**src/rtl/logic_cmd_fifo_if.sv**
```systemverilog
// Command and status bundle between the producer/consumer and logic_cmd_fifo.
// The master side pushes {opcode, a, b} and pops the head; the slave side is the FIFO.
interface logic_cmd_fifo_if #(
  parameter int DATA_WIDTH  = 8,
  parameter int OPCODE_SIZE = 2,
  parameter int DEPTH       = 4
);
  localparam int CW = $clog2(DEPTH) + 1;

  logic                   wr_en_in;
  logic [DATA_WIDTH-1:0]  a_in;
  logic [DATA_WIDTH-1:0]  b_in;
  logic [OPCODE_SIZE-1:0] opcode_in;
  logic                   full_out;
  logic                   rd_en_in;
  logic [DATA_WIDTH-1:0]  a_out;
  logic [DATA_WIDTH-1:0]  b_out;
  logic [OPCODE_SIZE-1:0] opcode_out;
  logic                   valid_out;
  logic                   empty_out;
  logic [CW-1:0]          count_out;
  logic                   overflow_out;
  logic                   underflow_out;

  modport master (
    output wr_en_in, a_in, b_in, opcode_in, rd_en_in,
    input  full_out, a_out, b_out, opcode_out, valid_out, empty_out,
           count_out, overflow_out, underflow_out
  );

  modport slave (
    input  wr_en_in, a_in, b_in, opcode_in, rd_en_in,
    output full_out, a_out, b_out, opcode_out, valid_out, empty_out,
           count_out, overflow_out, underflow_out
  );
endinterface

```
**src/rtl/logic_cmd_fifo.sv**
```systemverilog
// First-word-fall-through command FIFO feeding the 8-bit logic unit.
// Head outputs come only from registered storage/pointers and read as zero when empty.
module logic_cmd_fifo #(
  parameter int DATA_WIDTH  = 8,
  parameter int OPCODE_SIZE = 2,
  parameter int DEPTH       = 4
) (
  input  logic clk,
  input  logic rst,
  logic_cmd_fifo_if.slave bus
);
  localparam int AW = $clog2(DEPTH);
  localparam int CW = AW + 1;

  typedef struct packed {
    logic [OPCODE_SIZE-1:0] op;
    logic [DATA_WIDTH-1:0]  a;
    logic [DATA_WIDTH-1:0]  b;
  } cmd_t;

  cmd_t          r_mem [DEPTH];
  logic [AW-1:0] r_wr_ptr;
  logic [AW-1:0] r_rd_ptr;
  logic [CW-1:0] r_count;
  logic          r_ovf;
  logic          r_unf;

  logic w_empty;
  logic w_full;
  logic w_push;
  logic w_pop;
  cmd_t w_head;

  assign w_empty = (r_count == '0);
  assign w_full  = (r_count == CW'(DEPTH));
  assign w_pop   = bus.rd_en_in & ~w_empty;
  // A pop in the same cycle frees the slot, so a full FIFO still accepts the push.
  assign w_push  = bus.wr_en_in & (~w_full | w_pop);

  always_ff @(posedge clk) begin
    if (rst) begin
      r_wr_ptr <= '0;
      r_rd_ptr <= '0;
      r_count  <= '0;
      r_ovf    <= 1'b0;
      r_unf    <= 1'b0;
    end else begin
      if (w_push) r_wr_ptr <= r_wr_ptr + AW'(1);
      if (w_pop)  r_rd_ptr <= r_rd_ptr + AW'(1);
      if (w_push && !w_pop)      r_count <= r_count + CW'(1);
      else if (w_pop && !w_push) r_count <= r_count - CW'(1);
      if (bus.wr_en_in && !w_push) r_ovf <= 1'b1;
      if (bus.rd_en_in && w_empty) r_unf <= 1'b1;
    end
  end

  // Storage needs no reset: stale entries are masked by the empty decode.
  always_ff @(posedge clk) begin
    if (!rst && w_push)
      r_mem[r_wr_ptr] <= '{op: bus.opcode_in, a: bus.a_in, b: bus.b_in};
  end

  assign w_head = w_empty ? '0 : r_mem[r_rd_ptr];

  assign bus.a_out         = w_head.a;
  assign bus.b_out         = w_head.b;
  assign bus.opcode_out    = w_head.op;
  assign bus.valid_out     = ~w_empty;
  assign bus.empty_out     = w_empty;
  assign bus.full_out      = w_full;
  assign bus.count_out     = r_count;
  assign bus.overflow_out  = r_ovf;
  assign bus.underflow_out = r_unf;
endmodule

```
**src/flat_wrapper.sv**
```systemverilog
// flat-port wrapper written by rule: the top's interface ports become plain ports
module logic_cmd_fifo_flat 
#(
  parameter int DATA_WIDTH  = 8,
  parameter int OPCODE_SIZE = 2,
  parameter int DEPTH       = 4
)
  (clk, rst, bus_wr_en_in, bus_a_in, bus_b_in, bus_opcode_in, bus_rd_en_in, bus_full_out, bus_a_out, bus_b_out, bus_opcode_out, bus_valid_out, bus_empty_out, bus_count_out, bus_overflow_out, bus_underflow_out);
  logic_cmd_fifo_if #(.DATA_WIDTH(DATA_WIDTH), .OPCODE_SIZE(OPCODE_SIZE), .DEPTH(DEPTH)) bus_i ();
  input  logic clk;
  input  logic rst;
  input wire logic [$bits(bus_i.wr_en_in)-1:0] bus_wr_en_in;
  input wire logic [$bits(bus_i.a_in)-1:0] bus_a_in;
  input wire logic [$bits(bus_i.b_in)-1:0] bus_b_in;
  input wire logic [$bits(bus_i.opcode_in)-1:0] bus_opcode_in;
  input wire logic [$bits(bus_i.rd_en_in)-1:0] bus_rd_en_in;
  output wire logic [$bits(bus_i.full_out)-1:0] bus_full_out;
  output wire logic [$bits(bus_i.a_out)-1:0] bus_a_out;
  output wire logic [$bits(bus_i.b_out)-1:0] bus_b_out;
  output wire logic [$bits(bus_i.opcode_out)-1:0] bus_opcode_out;
  output wire logic [$bits(bus_i.valid_out)-1:0] bus_valid_out;
  output wire logic [$bits(bus_i.empty_out)-1:0] bus_empty_out;
  output wire logic [$bits(bus_i.count_out)-1:0] bus_count_out;
  output wire logic [$bits(bus_i.overflow_out)-1:0] bus_overflow_out;
  output wire logic [$bits(bus_i.underflow_out)-1:0] bus_underflow_out;
  assign bus_i.wr_en_in = bus_wr_en_in;
  assign bus_i.a_in = bus_a_in;
  assign bus_i.b_in = bus_b_in;
  assign bus_i.opcode_in = bus_opcode_in;
  assign bus_i.rd_en_in = bus_rd_en_in;
  assign bus_full_out = bus_i.full_out;
  assign bus_a_out = bus_i.a_out;
  assign bus_b_out = bus_i.b_out;
  assign bus_opcode_out = bus_i.opcode_out;
  assign bus_valid_out = bus_i.valid_out;
  assign bus_empty_out = bus_i.empty_out;
  assign bus_count_out = bus_i.count_out;
  assign bus_overflow_out = bus_i.overflow_out;
  assign bus_underflow_out = bus_i.underflow_out;
  logic_cmd_fifo #(.DATA_WIDTH(DATA_WIDTH), .OPCODE_SIZE(OPCODE_SIZE), .DEPTH(DEPTH)) u_core (.clk(clk), .rst(rst), .bus(bus_i));
endmodule
```
**config.mk**
```make
export PLATFORM = sky130hd
export DESIGN_NAME = logic_cmd_fifo_flat
export DESIGN_NICKNAME = d
export VERILOG_FILES = /design/src/rtl/logic_cmd_fifo_if.sv /design/src/rtl/logic_cmd_fifo.sv /design/src/flat_wrapper.sv
export SDC_FILE = /design/constraint.sdc
export NUM_CORES = 1
export LEC_CHECK = 0
export BUFFER_PORTS_ARGS = -buffer_cell sky130_fd_sc_hd__buf_2
export CAP_MARGIN = 20
export CORE_UTILIZATION = 60
export CTS_CLUSTER_DIAMETER = 50
export DETAILED_ROUTE_END_ITERATION = 7
export PLACE_DENSITY = 0.82
export REMOVE_ABC_BUFFERS = 1
export SYNTH_ARGS = -nofsm -noshare
export SYNTH_HDL_FRONTEND = slang
export SYNTH_SLANG_ARGS = --single-unit
```
**constraint.sdc**
```tcl
create_clock -name clk -period 4.46 [get_ports clk]
set_input_delay 0.446 -clock clk [delete_from_list [all_inputs] [get_ports clk]]
set_output_delay 0.446 -clock clk [all_outputs]
set_load 0.005 [all_outputs]
```
# == After elaboration in Yosys (flattened, before gate mapping) ==
# Memory sizes are Yosys's and may differ from the RTL's. A register that Yosys moved wholly into a read port is not among the register bits.
# Cells that the tools add are included.
# word_totals
input_bits,22
ram_bits,72
word_cells,33
latch_bits,0
ff_bits,9
mem_bits_ro,0
memories,1
output_inout_bits,26
# memory_table
memory,depth,width,rd,rd_clocked_by_memory_dff,wr,line_no,rtl
u_core.r_mem,4,18,1,1,1,logic_cmd_fifo.sv:21,cmd_t r_mem [DEPTH];
# classes
div,0
shift,0
add_sub_neg,4
reduce_logical,10
n_bitwise,5
n_lt_le_gt_ge,0
n_eq_ne,1
multipliers,0
muxes,7
# op_table
operator,count
18-bit two-way mux,1
3-bit two-way mux,2
1-bit logical AND,5
2-bit by 1-bit adder with 2-bit output (second input constant),2
2-bit two-way mux,2
3-bit by 1-bit adder with 3-bit output (second input constant),1
3-bit == test (second input constant),1
1-bit zero test,3
3-bit zero test,1
3-bit by 1-bit subtractor with 3-bit output (second input constant),1
1-bit bitwise AND,2
1-bit two-way mux,2
1-bit NOT,2
2-bit nonzero test,1
1-bit OR,1

# == Longest topological paths before layout ==
# depth
ltp_word,9
depth_mapped,9
mapped_depth_nobuf,9

# == Least setup slack after synthesis ==
# OpenSTA, ideal clock, no wires.
# synth_path
kind,flip-flop to flip-flop
startpoint,"register u_core.r_count[0], in the netlist u_core.bus.count_out[0]"
endpoint,memory u_core.r_mem[2][0] (netlist bit) (enable)
path_buffers,0
arrival_time_ns,2.256
setup_ns,0.420
path_slack_ns,1.785
synth_period_minus_slack_ns,2.675
path_stages_with_launch,4
required_ns,4.040
cell_sequence,dfxtp_1 > nor3b_4 > a21bo_4 > nor3b_1
# synth_between
elab_cells_between_ends,10
classes_between,eq/ne (1); mux (2); bitwise (5); reduce/logical (2)
# synth_lines
item,line_no,rtl
"start, declared",logic_cmd_fifo.sv:24,logic [CW-1:0] r_count;
"start signal, assigned",logic_cmd_fifo.sv:50,if (w_push && !w_pop) r_count <= r_count + CW'(1);
"start signal, assigned",logic_cmd_fifo.sv:51,else if (w_pop && !w_push) r_count <= r_count - CW'(1);
3-bit == test,logic_cmd_fifo.sv:35,assign w_full = (r_count == CW'(DEPTH));
via bus_full_out,flat_wrapper.sv:17,output wire logic [$bits(bus_i.full_out)-1:0] bus_full_out;
1-bit NOT,logic_cmd_fifo.sv:38,assign w_push = bus.wr_en_in & (~w_full | w_pop);
1-bit OR,logic_cmd_fifo.sv:38,
1-bit bitwise AND,logic_cmd_fifo.sv:38,
1-bit logical AND,logic_cmd_fifo.sv:59,if (!rst && w_push)
1-bit two-way mux,logic_cmd_fifo.sv:59,
1-bit two-way mux (not written as such),logic_cmd_fifo.sv:60,"r_mem[r_wr_ptr] <= '{op: bus.opcode_in, a: bus.a_in, b: bus.b_in};"
"end, declared",logic_cmd_fifo.sv:21,
# The timed path passes the listed nets, and every way through them passes these cells.

==> results_dict.tcl <==
set metrics [dict create \
    outcome "finished clean" \
    min_path_type "in2reg" \
    antenna_left 0 \
    cts-root-buf "clkbuf_8" \
    cts_resized 0 \
    start_util 0.640 \
    crit_type "reg2out" \
    setup_viol 0 \
    p_clk_frac 0.268 \
    syn_area_um2 3370 \
    max_slew_margin 0.432 \
    hold_start "bus_opcode_in[0]" \
    drt_wl_total_um 5550 \
    cp-end-kind "output port" \
    pre_cts_ws_ns 2.03 \
    final_hold_viol_count 0 \
    r2r_slack_ns 2.00 \
    rsz0062_at_grt "no" \
    swShare 0.285 \
    multi_input_area_um2 935 \
    drv_cap 0 \
    syn_area_per_cell_um2 19.7 \
    clock_latency_ns 0.34 \
    regArea_um2 2380 \
    powerDensity_nw_per_um2 572 \
    row_count 26 \
    layout_commonest_cell "edfxtp_1" \
    crit_arrival_ns 2.14 \
    finalSetupTns_ns 0 \
    clockBufferDepth 2 \
    cts_made_buffers 9 \
    grt_overflow 0 \
    wl_per_cell_um 18.3 \
    whs_endpoint "u_core.r_mem[3][16]" \
    dp_hpwl_um 3660 \
    die_height_um 77.0 \
    post-cts-setup-buffer-count 0 \
    nets 256 \
    fin_ws_ns 1.88 \
    ys_ff_latch 83 \
    worst_slew_pin_slew_ns 0.850 \
    htree_levels 3 \
    worstPathRequired_ns 4.01 \
    seq_area_frac_synth 0.706 \
    synth_top_area_share 0.641 \
    holdBufCountCts 0 \
    path_max_fanout 12 \
    n_fill_cell 301 \
    ys_warn_count 0 \
    synth.area.top_cells "edfxtp_1 (64%), mux4_2 (11%), dfxtp_1 (6.5%)" \
    post-route-drc-count 0 \
    cts_tree "done" \
    drive_above_1_share 0.446 \
    fp.dieW_um 77.0 \
    fin_crit_sh 0.579 \
    period_minus_slack_ns 2.58 \
    final_cell_mix "edfxtp_1 (72), buf_2 (47), mux4_2 (16)" \
    drt_pass1_iterations 4 \
    clkTransAtPathRegs_ns 0.08 \
    num_vias 1698 \
    intPower_uw 1620 \
    yosys.area.top_type "edfxtp_1" \
    seq_power_share 0.433 \
    p_leak_uw 0.00144 \
    die-area_um2 5920 \
    yosysUniqueCellTypes 31 \
    clock-skew-final_ns 0.00482 \
    r2r_end "u_core.bus.count_out[2]" \
    drv_slew 0 \
    cp-start-kind "register" \
    top_level_ports 48 \
    hold_depth 1 \
    core-area_um2 5270 \
    clock.fmax_mhz 387 \
    netSwitchingPower_uw 647 \
    cts_sinks 83 \
    irDropWorstVdd_uv 378 \
    grt_pass1_wl_um 8850 \
    netlist_instances 171 \
    comb_power_share 0.300 \
    grt_pass1_vias 1781 \
    vias_per_cell 5.60 \
    port_buffers 47 \
    place.gp.congestion 0.716 \
    area_growth_pct 17.6 \
    antenna_found_initial 0 \
    reg2regPathDepth 9 \
    drtIter0Drc 57 \
    antenna_cells 0 \
    worstReg2RegStart "u_core.bus.count_out[0]" \
    grt_max_degree 19 \
    grt_usage 0.206 \
]
[layer usage]
layer,GRT usage,vias to the layer above,part of all wire
li1,-,777,-
met1,0.250,862,0.42
met2,0.353,50,0.52
met3,0.0452,9,0.043
met4,0.0981,0,0.017
met5,0,-,0
[power groups by stage]
| stage | clock, µW | sequential, µW | combinational (µW) |
|---|---|---|---|
| after global routing | 642 | 992 | 738 |
| after floorplan | 0 | 997 | 414 |
| after global placement | 0 | 1020 | 612 |
| after detailed placement | 0 | 1000 | 688 |
| after CTS | 616 | 983 | 692 |
| final | 607 | 981 | 679 |
[layout make-up]
type	instances	share of cell area
Timing Repair Buffer	53	0.0757
Sequential cell	83	0.601
Inverter	6	0.00631
Tap cell	70	0.0221
Clock inverter	5	0.0211
Clock buffer	11	0.0382
Multi-Input combinational cell	75	0.236
[how the worst max path moves through the flow]
| stage | start | to | slack (ns) |
|---|---|---|---|
| global placement | register | bus_b_out[3] | 1.95 |
| finish | register | bus_b_out[3] | 1.88 |
| global route | register | bus_b_out[3] | 1.76 |
| detailed placement | u_core.bus.count_out[0] | u_core.bus.count_out[2] | 2.03 |
| floorplan | u_core.bus.count_out[0] | u_core.r_mem[1][0] | 1.78 |
| CTS | register | bus_b_out[3] | 1.81 |
[sequential cells by signal, summed over array words and instances (netlist names), named ones only]
name and flops:
u_core.bus.count_out 3, u_core.bus.overflow_out 1, u_core.bus.underflow_out 1, u_core.r_mem 72
u_core.r_rd_ptr 2, u_core.r_wr_ptr 2
[kinds of logic (layout without fill, tap and decap cells)]
group	after synthesis	after routing	synth area share
xor gates and xnor gates	3	3	0.00779
buffers and inverters	13	75	0.0241
and+or+nand+nor	37	37	0.0865
DFF	83	83	0.706
adders and majority gates	6	6	0.0245
AOI/OAI and AO/OA	8	8	0.0178
muxes	21	21	0.133
[stage by stage]
stage	total power, µW	instance area (µm²)	utilization	cells	hold slack (ns)
finish	2270	3970	0.752	303	0.311
global route	2370	3970	0.752	303	0.298
CTS	2290	3970	0.752	303	0.293
detailed placement	1690	3730	0.708	287	0.455
global placement	1630	3700	0.703	286	0.449
floorplan	1410	3320	-	164	0.452
[worst max-delay path, cell delays in order (launching register included)]
cell and delay [ns]:
dfxtp_1 0.69, buf_16 0.23, mux4_1 0.57, nor2b_1 0.16, buf_2 0.14
[cells in the mapped netlist]
master / n
nand2b_1: 2
nor3_2: 1
buf_4: 1
or3_1: 1
dfxtp_1: 11
ha_1: 5
buf_2: 2
inv_4: 1
mux4_1: 2
nand2_1: 1
o31ai_2: 1
a21oi_1: 3
mux4_2: 16
inv_1: 5
mux2_4: 1
or3_2: 1
nor2b_4: 8
nor3b_4: 1
fa_1: 1
xor2_1: 3
buf_6: 1
nor2b_1: 10
mux2i_1: 2
o21ai_0: 2
clkbuf_1: 2
nor2_1: 8
edfxtp_1: 72
a31oi_1: 1
nor3b_1: 4
buf_12: 1
a21bo_4: 1
Power figures use the tool's default switching activity.
